===== config.mk =====
export PLATFORM = sky130hd
export DESIGN_NAME = qupls_decode_src_regs
export DESIGN_NICKNAME = d
export VERILOG_FILES = /design/src/rtl/qupls_decode_src_regs.sv
export SDC_FILE = /design/constraint.sdc
export NUM_CORES = 1
export LEC_CHECK = 0
export CAP_MARGIN = 20
export CORE_ASPECT_RATIO = 0.9
export CORE_MARGIN = 8
export CORE_UTILIZATION = 34
export CTS_CLUSTER_SIZE = 24
export DETAILED_ROUTE_END_ITERATION = 10
export HOLD_SLACK_MARGIN = 0.06
export PLACE_DENSITY = 0.84
export SYNTH_ARGS = -nofsm -noshare
export SYNTH_HDL_FRONTEND = slang
export SYNTH_SLANG_ARGS = --single-unit

===== constraint.sdc =====
create_clock -name clk -period 2.25 [get_ports clk]
set_clock_uncertainty 0.2 [all_clocks]
set_input_delay 0.5625 -clock clk [delete_from_list [all_inputs] [get_ports clk]]
set_output_delay 0.5625 -clock clk [all_outputs]
set_load 0.05 [all_outputs]

===== src/rtl/qupls_decode_src_regs.sv =====
// Multi-lane source-register decoder: maps each lane's instruction to architectural Ra/Rb
// through one registered stage, and carries REGX prefix extension bits across lanes and groups.
module qupls_decode_src_regs #(
    parameter int          LANES   = 4,
    parameter int          RF      = 6,
    parameter int          XW      = 1,
    parameter int          IW      = 40,
    parameter logic [6:0]  OP_REGX = 7'h7C,
    parameter logic [6:0]  OP_RTS  = 7'h29,
    parameter logic [6:0]  OP_RTD  = 7'h2A,
    parameter logic [6:0]  OP_DBRA = 7'h28,
    parameter logic [6:0]  OP_FLT2 = 7'h62,
    parameter logic [6:0]  OP_FLT3 = 7'h63,
    localparam int         AW      = RF + XW
) (
    input  logic                          clk,
    input  logic                          rst,
    input  logic                          flush,
    input  logic                          in_valid,
    output logic                          in_ready,
    input  logic [LANES-1:0]              in_lane_v,
    input  logic [LANES-1:0][IW-1:0]      in_instr,
    output logic                          out_valid,
    input  logic                          out_ready,
    output logic [LANES-1:0]              out_lane_v,
    output logic [LANES-1:0]              out_is_prefix,
    output logic [LANES-1:0][AW-1:0]      out_Ra,
    output logic [LANES-1:0][AW-1:0]      out_Rb,
    output logic                          pend_regx
);

    logic [XW-1:0]             pend_xa, pend_xb;
    logic [LANES-1:0]          d_pfx;
    logic [LANES-1:0][AW-1:0]  d_ra, d_rb;
    logic                      nxt_pend;
    logic [XW-1:0]             nxt_xa, nxt_xb;
    logic                      accept;
    logic                      unused_hi;

    function automatic logic [AW-1:0] decode_ra(input logic [IW-1:0] ir, input logic [XW-1:0] x);
        logic [AW-1:0] r;
        case (ir[6:0])
            OP_RTS:           r = {x, ir[7 +: RF]};
            OP_RTD:           r = AW'(62);
            OP_DBRA:          r = AW'(55);
            OP_FLT2, OP_FLT3: r = {x, RF'(ir[16:12])};
            default:          r = {x, ir[13 +: RF]};
        endcase
        return r;
    endfunction

    function automatic logic [AW-1:0] decode_rb(input logic [IW-1:0] ir, input logic [XW-1:0] y);
        logic [AW-1:0] r;
        case (ir[6:0])
            OP_RTS, OP_RTD, OP_DBRA: r = '0;
            OP_FLT2, OP_FLT3:        r = {y, RF'(ir[21:17])};
            default:                 r = {y, ir[19 +: RF]};
        endcase
        return r;
    endfunction

    assign in_ready = !flush && (!out_valid || out_ready);
    assign accept   = in_valid && in_ready;

    always_comb begin
        logic          have;
        logic [XW-1:0] cx, cy;
        // NOTE: every variable gets a default before any conditional write, so none can hold its value (no latch).
        d_pfx     = '0;
        d_ra      = '0;
        d_rb      = '0;
        unused_hi = 1'b0;
        // NOTE: blocking assignments are deliberate: the live prefix ripples from lane to lane in one evaluation.
        have = pend_regx;
        cx   = pend_xa;
        cy   = pend_xb;
        for (int i = 0; i < LANES; i++) begin
            unused_hi = unused_hi ^ (^in_instr[i][IW-1:25]);
            if (in_lane_v[i]) begin
                if (in_instr[i][6:0] == OP_REGX) begin
                    // A younger prefix replaces any unconsumed older one.
                    d_pfx[i] = 1'b1;
                    have     = 1'b1;
                    cx       = in_instr[i][7 +: XW];
                    cy       = in_instr[i][7+XW +: XW];
                end else begin
                    d_ra[i] = decode_ra(in_instr[i], have ? cx : '0);
                    d_rb[i] = decode_rb(in_instr[i], have ? cy : '0);
                    have    = 1'b0;
                end
            end
        end
        nxt_pend = have;
        nxt_xa   = have ? cx : '0;
        nxt_xb   = have ? cy : '0;
    end

    // NOTE: the output data registers are reset as well, since downstream and debug observe them as zero after reset.
    always_ff @(posedge clk or posedge rst) begin
        if (rst) begin
            out_valid     <= 1'b0;
            out_lane_v    <= '0;
            out_is_prefix <= '0;
            out_Ra        <= '0;
            out_Rb        <= '0;
            pend_regx     <= 1'b0;
            pend_xa       <= '0;
            pend_xb       <= '0;
        end else if (flush) begin
            out_valid  <= 1'b0;
            out_lane_v <= '0;
            pend_regx  <= 1'b0;
            pend_xa    <= '0;
            pend_xb    <= '0;
        end else if (accept) begin
            out_valid     <= 1'b1;
            out_lane_v    <= in_lane_v;
            out_is_prefix <= d_pfx;
            out_Ra        <= d_ra;
            out_Rb        <= d_rb;
            pend_regx     <= nxt_pend;
            pend_xa       <= nxt_xa;
            pend_xb       <= nxt_xb;
        end else if (out_ready) begin
            out_valid <= 1'b0;
        end
    end

endmodule

-- Yosys cells after proc, flatten, opt, wreduce, memory -nomap -nowiden
Index checks and enable logic that the tools add are counted.
- output and inout bits: 67
- register bits after elaboration: 68
- logic and storage cells: 128
- reductions and logical operators: 16
- muxes and demuxes: 73
- bitwise logic cells: 1
- equal/unequal tests: 24
- operator list (kind ; number):
    7-bit two-way mux ; 16
    7-bit one-hot mux with 4 select lines ; 4
    7-bit by 6-bit equality test with 1-bit output (second input constant) ; 12
    7-bit equality test (second input constant) ; 12
    7-bit one-hot mux with 2 select lines ; 4
    1-bit two-way mux ; 47
    3-bit OR reduction ; 4
    4-bit two-way mux ; 2
    2-bit OR reduction ; 4
    3-bit nonzero test ; 1
    1-bit logical AND ; 2
    1-bit logical NOT ; 2
    2-bit AND reduction ; 1
    2-bit nonzero test ; 1
    1-bit logical OR ; 1
    1-bit NOT ; 1

-- Depth between registers and ports, before layout
- depth after elaboration: 12
- gate-level depth with buffers: 7
- depth with buffers taken out: 5

-- Least setup slack after synthesis
OpenSTA, ideal clock, no wires.
- path type: register to output
- from: register out_valid
- to: output in_ready
- cell stages (with the launch flop): 3
- buffers on the path: 0
- data arrival time: 1.423 ns
- data required time: 1.487 ns
- path slack: 0.065 ns
- path through: dfrtp_1 > nor2b_1 > nor2_1
- cells in the longest elaborated chain, start to end: 3
- RTL lines (element ; line ; text):
    from (decl) ; 23 ; output logic out_valid,
    from (signal assigned) ; 101 ; out_valid <= 1'b0;
    from (signal assigned) ; 110 ; out_valid <= 1'b0;
    from (signal assigned) ; 116 ; out_valid <= 1'b1;
    1-bit logical NOT ; 62 ; assign in_ready = !flush && (!out_valid || out_ready);
    1-bit logical OR ; 62 ;
    1-bit logical AND ; 62 ;
    to (decl) ; 20 ; output logic in_ready,
Every way passes these cells.

-- Worst setup path after layout
- from: input in_instr[0] in the netlist's numbering
- to: register out_Ra[27] in the netlist's numbering
- cells in the longest elaborated chain, start to end: 11
- RTL lines (element ; line ; text):
    from (decl) ; 22 ; input logic [LANES-1:0][IW-1:0] in_instr,
    7-bit equality test (*) ; 80 ; if (in_instr[i][6:0] == OP_REGX) begin
    1-bit two-way mux ; 80 ;
    1-bit two-way mux ; 79 ; if (in_lane_v[i]) begin
    1-bit two-way mux ; 80 ;
    1-bit two-way mux ; 79 ;
    1-bit two-way mux ; 80 ;
    1-bit two-way mux ; 79 ;
    1-bit two-way mux (*) ; 87 ; d_ra[i] = decode_ra(in_instr[i], have ? cx : '0);
    7-bit one-hot mux with 4 select lines (*) ; 42 ; case (ir[6:0])
    7-bit two-way mux (*) ; 80 ;
    7-bit two-way mux (*) ; 79 ;
    to (signal assigned) ; 119 ; out_Ra <= d_ra;
    to (decl) ; 27 ; output logic [LANES-1:0][AW-1:0] out_Ra,
Every way passes the cells marked *; elsewhere a longest branch is shown, timed or not.
A chain may end at the register's enable or synchronous reset.

==> run metrics <==
Layout area overhead 79.76%; total gr overflow 0; hold depth 2; Max FO, Critical Path 3; final number of setup-violating endpoints 0; most common cell after layout, fill and taps aside buf_4; Total Wirelength 14530 um; Final min period 2.234 ns; Flop pwr share 0.325; largest net degree at the start of global routing 69; Req. time, crit path 2.28 ns; delay-heaviest family, CP compound AO/OA/AOI/OAI gates; vias in the first global route 4545; clock latency on the worst-skew pair 0.33 ns; Synth Area in Adders 0; Initial DRC Count 303; Sink Count 68; I/O pin count 236; Max Slew Vio Count 0; Gate power share 0.285; Post-synth ARST share 1.000; final hold slack 0.2812 ns; fillcell total 866; CTS Buf Count 9; sequential area share after synthesis 0.4550; DP Area 0.006186 mm^2; power density over the cells 640.9 mW/mm^2; CP Depth 6; mapped cell area 0.003740 mm^2; Syn Nets 565; Switch Pwr 1.331 mW; hold path startpoint out_Ra[2]$_DFFE_PP0P_; flip-flop and latch count after synthesis 68; Setup crit end kind flop; RSZ-0062 raised after global routing yes; Die Y-Extent 115.5 um; Cell variety after synth 53; headroom to the max-slew limit 0.6162; Bufs and invs on worst path 1; most frequent cells in the layout buf_4, clkdlybuf4s50_1, dfrtp_1; Worst VDD drop 347.6 uV; Final Instance Area 0.006723 mm^2; die span in x 126.6 um; Core ar. 0.01077 mm^2; Sw Share 0.3090; Arr. time, crit path 2.26 ns; Slowest cell on crit path clkdlybuf4s50_1; layout cells sized above 1 0.3393; Fmax achieved 0.4476 GHz; Crit Path Class input port to flop; Syn Area/Cell 9.444 um^2; Setup crit start kind input port; Final period util 0.9929; area occupied by multi-input gates 0.002095 mm^2; Final Net Count 830; Total Power 4.308 mW; Worst-path clk slew 0.06 ns; register area 0.001702 mm^2; Worst-Margin Slew 0.5611 ns; worst-path cell chain clkdlybuf4s50_1 > nand4bb_4 > nor3_2 > a21oi_1 > a211o_1 > o41ai_2; port bufs 175; P_leak 3.101 nW; FF-to-FF path depth 6; post-synthesis mux area share 0.002676; Clk pwr share 0.389; Post-DRT Antenna Nets 0; Crit path largest cell delay 0.44 ns; wire per inst 18.18 um; Synth Area in Compound Gates 0.2533; DR vias 4264; Synth Instances 396; CTS tree done; internal power 2.977 mW; H-Tree Level Count 3; Cell Rows 36; Non-Filler Instances 799; r2r startpoint out_valid$_DFFE_PP0P_; Hold Violations, Final 0; post-DP HPWL 11420 um; ant diodes 0; Starting Density 0.3474; # placed instances 781; full die area 0.01462 mm^2; Hold EP out_Ra[2]$_DFFE_PP0P_; Avg Vias per Cell 5.337; HP Class flop to flop; DR pass1 iterations 5; Ys Warns 0; Post-synth EDFFs 0; initial antenna violation count 0; R2R setup slack 0.44 ns; first-pass GRT wire length 22710 um; total of max-cap violations 0; largest family of logic cells by synthesized area simple AND/OR/NAND/NOR gates; simple-gate share of the synthesized area 0.2596; outcome completed; DRC 0; Reg-to-Reg End out_Ra[13]$_DFFE_PP0P_; deepest clock path buffer count 2; Synth Area in XOR/XNOR 0; GRT Util Overall 0.1914; Root Driver clkbuf_16; ys flop type dfrtp_1; routability congestion estimate 0.8243
power by group through the flow:
stage | Sequential [mW] | Combinational [mW] | Clock (mW)
after floorplan | 1.81 | 0.226 | 0
final | 1.40 | 1.23 | 1.68
after CTS | 1.40 | 1.22 | 1.69
after global routing | 1.42 | 1.30 | 1.75
after detailed placement | 1.42 | 1.22 | 0
after global placement | 1.41 | 1.19 | 0
registers in the layout, summed over array words and instances, names as in the netlist:
| name | flops |
|---|---|
| pend_xa | 1 |
| out_valid | 1 |
| pend_xb | 1 |
| out_Ra | 28 |
| out_lane_v | 4 |
| pend_regx | 1 |
| out_Rb | 28 |
| out_is_prefix | 4 |
final cells by class:
type,instances,share of cell area
sequential,68,0.2531
timing repair buffer,270,0.3516
clock buffer,12,0.03815
tap,133,0.02475
multi-input combinational,301,0.3116
clock inverter,4,0.01414
inverter,11,0.006700
what timing repair did:
item | CTS | global route
endpoints found under the setup margin | 27 | 50
resized for setup | 26 | 27
setup buffers | 1 | 2
hold buffers | 0 | 0
pin swaps | 10 | 5
logic make-up (layout without fill, tap and decap cells):
kind of cell / count (synthesis) / after routing
simple gates: 166 / 166
flops: 68 / 68
compound gates: 134 / 134
mux: 1 / 1
buf+inv: 27 / 297
worst min-delay path, stage by stage (launching register included):
cell and delay [ns]:
dfrtp_1 0.34, nand2_1 0.05, o31ai_1 0.05
per-layer routing:
layer,up-vias,track usage,share of wire
met5,-,0,0
met4,0,0.06165,0.015
met3,20,0.04968,0.057
met2,158,0.3292,0.50
met1,2056,0.2303,0.43
li1,2030,-,-
through the flow:
step / utilization / setup slack (ns) / TNS [ns]
after global placement: 0.5746 / -0.4163 / -15.67
after detailed placement: 0.5746 / -0.4452 / -19.03
after floorplan: - / 0.06498 / 0
after CTS: 0.6137 / -0.005788 / -0.01066
final: 0.6245 / 0.01597 / 0
after global routing: 0.6245 / -0.05396 / -0.3166
worst max path at each step:
stage	from	end	slack, ns
after global routing	in_instr[46]	out_Ra[10]$_DFFE_PP0P_	-0.05
after CTS	in_instr[0]	pend_xa$_DFFE_PP0P_	-0.006
final	in_instr[0]	out_Ra[27]$_DFFE_PP0P_	0.02
after global placement	in_instr[45]	out_Ra[10]$_DFFE_PP0P_	-0.42
after detailed placement	in_instr[45]	out_Rb[10]$_DFFE_PP0P_	-0.45
after floorplan	out_valid$_DFFE_PP0P_	in_ready	0.06
cells in the mapped netlist, types with 5 or more instances:
library cell	count	area, um^2
a21oi_1	20	100.1
nand3_1	10	50.05
nor3_1	13	65.06
clkbuf_1	11	41.29
o21ai_0	41	205.2
a22oi_1	15	112.6
and2_1	5	31.28
inv_1	11	41.29
a32o_1	10	100.1
nand2b_1	7	43.79
a22o_1	8	70.07
dfrtp_1	68	1702
nand2_1	55	206.5
a221o_1	14	140.1
nor2b_1	5	31.28
nor2_1	27	101.4
or2_2	5	31.28
a221oi_1	6	52.55
nor3b_1	5	37.54
(Power assumes the default switching activity.)
